## config.mk

```make
export PLATFORM = sky130hd
export DESIGN_NAME = fft_sample_loader_flat
export DESIGN_NICKNAME = d
export VERILOG_FILES = /design/src/rtl/fft_pkg.sv /design/src/rtl/fft_sample_loader_if.sv /design/src/rtl/bit_reverse.sv /design/src/rtl/fft_sample_loader.sv /design/src/flat_wrapper.sv
export SDC_FILE = /design/constraint.sdc
export NUM_CORES = 1
export LEC_CHECK = 0
export ABC_AREA = 0
export ABC_CLOCK_PERIOD_IN_PS = 3500
export CAP_MARGIN = 25
export CORE_MARGIN = 10
export CORE_UTILIZATION = 44
export DETAILED_ROUTE_END_ITERATION = 8
export PLACE_DENSITY_LB_ADDON = 0.1
export SYNTH_ARGS = -nofsm -noshare
export SYNTH_HDL_FRONTEND = slang
export SYNTH_SLANG_ARGS = --single-unit
```

## constraint.sdc

```tcl
create_clock -name clk -period 3.5 [get_ports clk]
set_input_delay 0.35 -clock clk [delete_from_list [all_inputs] [get_ports clk]]
set_output_delay 0.35 -clock clk [all_outputs]
set_load 0.01 [all_outputs]
```

## src/rtl/fft_pkg.sv

```systemverilog
// Shared FFT datapath types and constants.
// Sized for a 32-point radix-2 engine with 16-bit components.
package fft_pkg;

  localparam int FFT_WIDTH = 16;
  localparam int FFT_M     = 5;
  localparam int FFT_N     = 1 << FFT_M;

  typedef struct packed {
    logic signed [FFT_WIDTH-1:0] re;
    logic signed [FFT_WIDTH-1:0] im;
  } complex_t;

  typedef enum logic {
    FILL = 1'b0,
    HOLD = 1'b1
  } loader_state_t;

endpackage

```

## src/rtl/fft_sample_loader_if.sv

```systemverilog
// Real-sample stream into the FFT loader.
// Plain valid/ready handshake, one sample per accept.
interface fft_sample_loader_if #(
  parameter int W = 16
) ();

  logic [W-1:0] sample_in;
  logic         sample_valid;
  logic         sample_ready;

  modport master (
    output sample_in,
    output sample_valid,
    input  sample_ready
  );

  modport slave (
    input  sample_in,
    input  sample_valid,
    output sample_ready
  );

endinterface

```

## src/rtl/bit_reverse.sv

```systemverilog
// Reverses the bit order of an M-bit index.
// Pure wiring; used for radix-2 in-place FFT addressing.
module bit_reverse #(
  parameter int M = 5
) (
  input  logic [M-1:0] idx_i,
  output logic [M-1:0] rev_o
);

  always_comb begin
    rev_o = '0;
    for (int i = 0; i < M; i++) begin
      rev_o[i] = idx_i[M-1-i];
    end
  end

endmodule

```

## src/rtl/fft_sample_loader.sv

```systemverilog
// Packs real samples as {re, 0} into FFT RAM at bit-reversed addresses.
// FFT_LOADER_UNSIGNED_IN_EN: treat sample_in as offset-binary.
module fft_sample_loader
  import fft_pkg::*;
#(
  parameter int width  = FFT_WIDTH,
  parameter int M      = FFT_M,
  parameter int DROP_W = 8
) (
  input  logic                 clk,
  input  logic                 reset,
  fft_sample_loader_if.slave   s_if,
  output logic                 wr_en,
  output logic [M-1:0]         wr_addr,
  output logic [2*width-1:0]   wr_data,
  output logic                 load_done,
  input  logic                 fft_done,
  output logic                 frame_ready,
  output logic [DROP_W-1:0]    dropped
);

  localparam logic [M-1:0]      IDX_LAST = {M{1'b1}};
  localparam logic [DROP_W-1:0] DROP_MAX = {DROP_W{1'b1}};

  loader_state_t        state_q, state_d;
  logic [M-1:0]         idx_q, idx_d;
  logic                 wr_en_q, wr_en_d;
  logic [M-1:0]         wr_addr_q, wr_addr_d;
  logic [2*width-1:0]   wr_data_q, wr_data_d;
  logic                 load_done_q, load_done_d;
  logic                 frame_ready_q, frame_ready_d;
  logic [DROP_W-1:0]    dropped_q, dropped_d;

  logic [M-1:0]         rev_idx;
  logic [width-1:0]     re_pk;
  logic                 accept;

  bit_reverse #(
    .M (M)
  ) u_rev (
    .idx_i (idx_q),
    .rev_o (rev_idx)
  );

`ifdef FFT_LOADER_UNSIGNED_IN_EN
  // Offset-binary to two's complement: flip the MSB.
  assign re_pk = {~s_if.sample_in[width-1],
                  s_if.sample_in[width-2:0]};
`else
  assign re_pk = s_if.sample_in;
`endif

  assign s_if.sample_ready = (state_q == FILL);
  assign accept = s_if.sample_valid & s_if.sample_ready;

  always_comb begin
    state_d       = state_q;
    idx_d         = idx_q;
    wr_en_d       = 1'b0;
    wr_addr_d     = wr_addr_q;
    wr_data_d     = wr_data_q;
    load_done_d   = 1'b0;
    frame_ready_d = frame_ready_q;
    dropped_d     = dropped_q;

    if (accept) begin
      wr_en_d   = 1'b1;
      wr_addr_d = rev_idx;
      wr_data_d = {re_pk, {width{1'b0}}};
      idx_d     = idx_q + 1'b1;
      // Last sample wins over a coincident fft_done.
      if (idx_q == IDX_LAST) begin
        state_d       = HOLD;
        load_done_d   = 1'b1;
        frame_ready_d = 1'b1;
      end
    end else if (state_q == HOLD) begin
      if (s_if.sample_valid && dropped_q != DROP_MAX) begin
        dropped_d = dropped_q + 1'b1;
      end
      if (fft_done) begin
        state_d       = FILL;
        frame_ready_d = 1'b0;
      end
    end
  end

  always_ff @(posedge clk) begin
    if (!reset) begin
      state_q       <= FILL;
      idx_q         <= '0;
      wr_en_q       <= 1'b0;
      wr_addr_q     <= '0;
      wr_data_q     <= '0;
      load_done_q   <= 1'b0;
      frame_ready_q <= 1'b0;
      dropped_q     <= '0;
    end else begin
      state_q       <= state_d;
      idx_q         <= idx_d;
      wr_en_q       <= wr_en_d;
      wr_addr_q     <= wr_addr_d;
      wr_data_q     <= wr_data_d;
      load_done_q   <= load_done_d;
      frame_ready_q <= frame_ready_d;
      dropped_q     <= dropped_d;
    end
  end

  assign wr_en       = wr_en_q;
  assign wr_addr     = wr_addr_q;
  assign wr_data     = wr_data_q;
  assign load_done   = load_done_q;
  assign frame_ready = frame_ready_q;
  assign dropped     = dropped_q;

endmodule

```

## src/flat_wrapper.sv

```systemverilog
// flat-port wrapper written by rule: the top's interface ports become plain ports
module fft_sample_loader_flat import fft_pkg::*;
#(
  parameter int width  = FFT_WIDTH,
  parameter int M      = FFT_M,
  parameter int DROP_W = 8
)
  (clk, reset, wr_en, wr_addr, wr_data, load_done, fft_done, frame_ready, dropped, s_if_sample_in, s_if_sample_valid, s_if_sample_ready);
  fft_sample_loader_if #(.W(16)) s_if_i ();
  input  logic clk;
  input  logic reset;
  output logic wr_en;
  output logic [M-1:0] wr_addr;
  output logic [2*width-1:0] wr_data;
  output logic load_done;
  input  logic fft_done;
  output logic frame_ready;
  output logic [DROP_W-1:0] dropped;
  input wire logic [$bits(s_if_i.sample_in)-1:0] s_if_sample_in;
  input wire logic [$bits(s_if_i.sample_valid)-1:0] s_if_sample_valid;
  output wire logic [$bits(s_if_i.sample_ready)-1:0] s_if_sample_ready;
  assign s_if_i.sample_in = s_if_sample_in;
  assign s_if_i.sample_valid = s_if_sample_valid;
  assign s_if_sample_ready = s_if_i.sample_ready;
  fft_sample_loader #(.width(width), .M(M), .DROP_W(DROP_W)) u_core (.clk(clk), .reset(reset), .s_if(s_if_i), .wr_en(wr_en), .wr_addr(wr_addr), .wr_data(wr_data), .load_done(load_done), .fft_done(fft_done), .frame_ready(frame_ready), .dropped(dropped));
endmodule
```

==> metrics.md <==
| Metric | Value |
|---|---|
| Core Area | `between 3000 and 4000 sq um` |
| Chip Height | `between 70 and 80 um` |
| Sequential area share after synthesis | `48.6%` |
| Most frequent cells in the layout | `nand2_1 (54), clkdlybuf4s50_1 (52), dfxtp_1 (38)` |
| Final net count | `approximately 260` |
| Capturing element type of the critical path | `flop` |
| Cell Rows | `21` |
| Pre-CTS setup slack | `1.46 ns` |
| Largest net degree at the start of global routing | `38` |
| Hold Startpoint | `u_core.wr_data[19]` |
| CTS tree | `built` |
| GRT Total Usage | `about an eighth` |
| Slew @ Worst Pin | `between 0.8 and 0.9 ns` |
| Vias per cell | `4.74` |
| Arr. time, crit path | `between 2 and 2.5 ns` |
| Peak VDD IR | `a little under 400 uV` |
| CTS sink count | `38` |
| Vias in the first global route | `1372` |
| CTS Buf Count | `5` |
| Post-synth top flop | `dfxtp_1` |
| Via Count | `around 1400` |
| GRT overflow | `0` |
| Detailed Routing Iterations Pass 1 | `6` |
| Critical path launch point | `u_core.dropped[0]` |
| Crit path time final | `between 1.5 and 2 ns` |
| Fraction of power consumed by the clock network | `34.5%` |
| Outcome | `completed` |
| Critical R2R Launch | `u_core.dropped[0]` |
| Int Power | `between 600 and 700 uW` |
| Async SR Flop Fraction | `0%` |
| Slew HR | `around 46%` |
| Area grow syn2layout | `36.4%` |
| # IOs | `between 60 and 70` |
| TNS Setup | `0 ns` |
| Die W | `79.6 um` |
| Setup ws final | `1.75 ns` |
| Commonest non-fill, non-tap cell in the layout | `nand2_1` |
| Endpoints failing setup | `0` |
| Final Total Pwr | `~840 uW` |
| Distinct cell type count after synthesis | `29` |
| Tcrit/Tclk final | `about half` |
| Antenna violations before repair | `0` |
| CTS clock-pin slew for the worst setup and hold paths | `roughly 0.11 ns` |
| MaxCap Viol Count | `0` |
| Post-DP HPWL | `between 2000 and 3000 um` |
| P_sw | `~200 uW` |
| Hold/Removal Path Class | `flop to flop` |
| Port bufs | `52` |
| Synthesis Warnings | `0` |
| Path type of the worst setup path | `flop to flop` |
| Worst-case clock skew | `0.00755 ns` |
| Power share of the sequential group | `54.2%` |
| DR iter-0 viols | `55` |
| Number of remaining DRC errors | `0` |
| Post-synth EDFFs | `0` |
| Initial core utilization | `a little under half` |
| CTS resizes | `0` |
| Deepest clock path buffer count | `2` |
| Layout cell share with drive strength beyond 1 | `6.25%` |
| Root Driver | `clkbuf_4` |
| PwrDens | `just under 400 nW/um^2` |
| Final Hold Vio Count | `0` |
| Clock Latency Late Sink | `between 0.3 and 0.4 ns` |
| H-Tree Depth | `2` |
| First-pass GRT wire length | `6170 um` |
| Postcts setup bufs | `0` |
| CTS Hold Bufs | `0` |
| Comb pwr share | `a little under an eighth` |
| Switch share | `between 20% and 30%` |
| Mean Syn Cell Area | `approximately 8.3 sq um` |
| Post-Syn Area | `around 1600 sq um` |
| Leakage | `around 0.00082 uW` |
| Flop and latch count out of synthesis | `38` |
| Max Fclk | `between 0.5 and 0.6 GHz` |
| Full die area | `between 6000 and 7000 sq um` |
| DRT antenna net count | `0` |
| CP Launch Type | `flop` |
| Max-slew violation count | `0` |
| Max FO, Critical Path | `7` |
| Detailed-route wire length | `between 3000 and 4000 um` |
| Synth Instances | `between 150 and 200` |
| Critical Path RT | `between 3 and 4 ns` |
| Unrepaired setup endpoints after global routing | `no` |
| GPL Wtd Cong | `a little under 0.7` |
| Mean routed wirelength per cell | `about 13 um` |
| ANT cells | `0` |
## registers in the layout, summed over array words and instances (netlist names)
signal / flops
u_core.wr_addr: 5
u_core.idx_q: 5
u_core.dropped: 8
u_core.wr_data: 16
u_core.load_done: 1
u_core.state_q: 1
u_core.wr_en: 1
u_core.frame_ready: 1
## power groups by stage
stage	sequential, uW	combinational, uW	clock, uW
after global routing	457	105	319
after global placement	464	93.2	0
after CTS	455	95.0	300
after detailed placement	465	94.5	0
final	454	94.6	290
after floorplan	469	50.2	0
## worst max-delay path, stage by stage, from the launching register on
cell and delay [ns]:
dfxtp_1 0.36, ha_1 0.25, and3_4 0.20, a21o_4 0.24, or4_1 0.48, a21oi_1 0.15
## path summary, 6_finish.rpt
| check | to | slack [ns] | cells after the start |
|---|---|---|---|
| worst max-delay path | u_core.dropped[5] | 1.75 | 5 |
| worst min-delay path | u_core.wr_data[19] | 0.46 | 2 |
| worst max register to register | u_core.dropped[5] | 1.75 | 5 |
| worst min register to register | u_core.wr_data[19] | 0.46 | 2 |
## metrics by stage
stage                     instance area [sq um]  utilization [%]  hold slack, ns  instances
after CTS                                  2130             63.0           0.464        286
after global placement                     2060             60.7           0.442        278
after floorplan                            1620                -           0.449        203
after detailed placement                   2060             60.7           0.447        278
after global routing                       2130             63.0           0.476        286
final                                      2130             63.0           0.460        286
## routing by layer
| metal | up-vias | global-route usage [%] | wire length, um |
|---|---|---|---|
| li1 | 685 | - | - |
| met1 | 617 | 11.7 | 1420 |
| met2 | 49 | 20.3 | 1780 |
| met3 | 6 | 7.66 | 512 |
| met4 | 0 | 3.76 | 43 |
| met5 | - | 0 | 0 |
## Yosys cell counts (2+ instances only)
| library cell | number | share of area, % |
|---|---|---|
| buf_4 | 16 | 7.7 |
| inv_1 | 3 | 0.72 |
| ha_1 | 3 | 2.4 |
| xor2_1 | 3 | 1.7 |
| clkbuf_1 | 6 | 1.4 |
| and3_1 | 2 | 0.80 |
| dfxtp_1 | 38 | 49 |
| buf_2 | 2 | 0.64 |
| xnor2_1 | 4 | 2.2 |
| nand3_1 | 2 | 0.64 |
| a21oi_1 | 28 | 9.0 |
| or4_1 | 2 | 0.96 |
| nand2_1 | 54 | 13 |
| nor2_1 | 9 | 2.2 |
| o31ai_1 | 2 | 0.96 |
## final cells by class
| type | instances | area [sq um] |
|---|---|---|
| clock buffer | 5 | 37.5 |
| clock inverter | 3 | 40.0 |
| fill | 303 | 1250 |
| inverter | 4 | 15.0 |
| multi-input combinational | 137 | 696 |
| sequential | 38 | 761 |
| tap | 46 | 57.6 |
| timing repair buffer | 53 | 528 |
## cell families after synthesis
kind of cell / share of synthesized area (%)
adder cells (fa/ha/maj): 2.40
multiplexers: 0.640
other: 0.240
flip-flops: 48.6
AND/OR/NAND/NOR: 21.3
XOR/XNOR: 3.92
AO/OA/AOI/OAI: 12.2
buffers and inverters: 10.7
(Power assumes the default switching activity.)
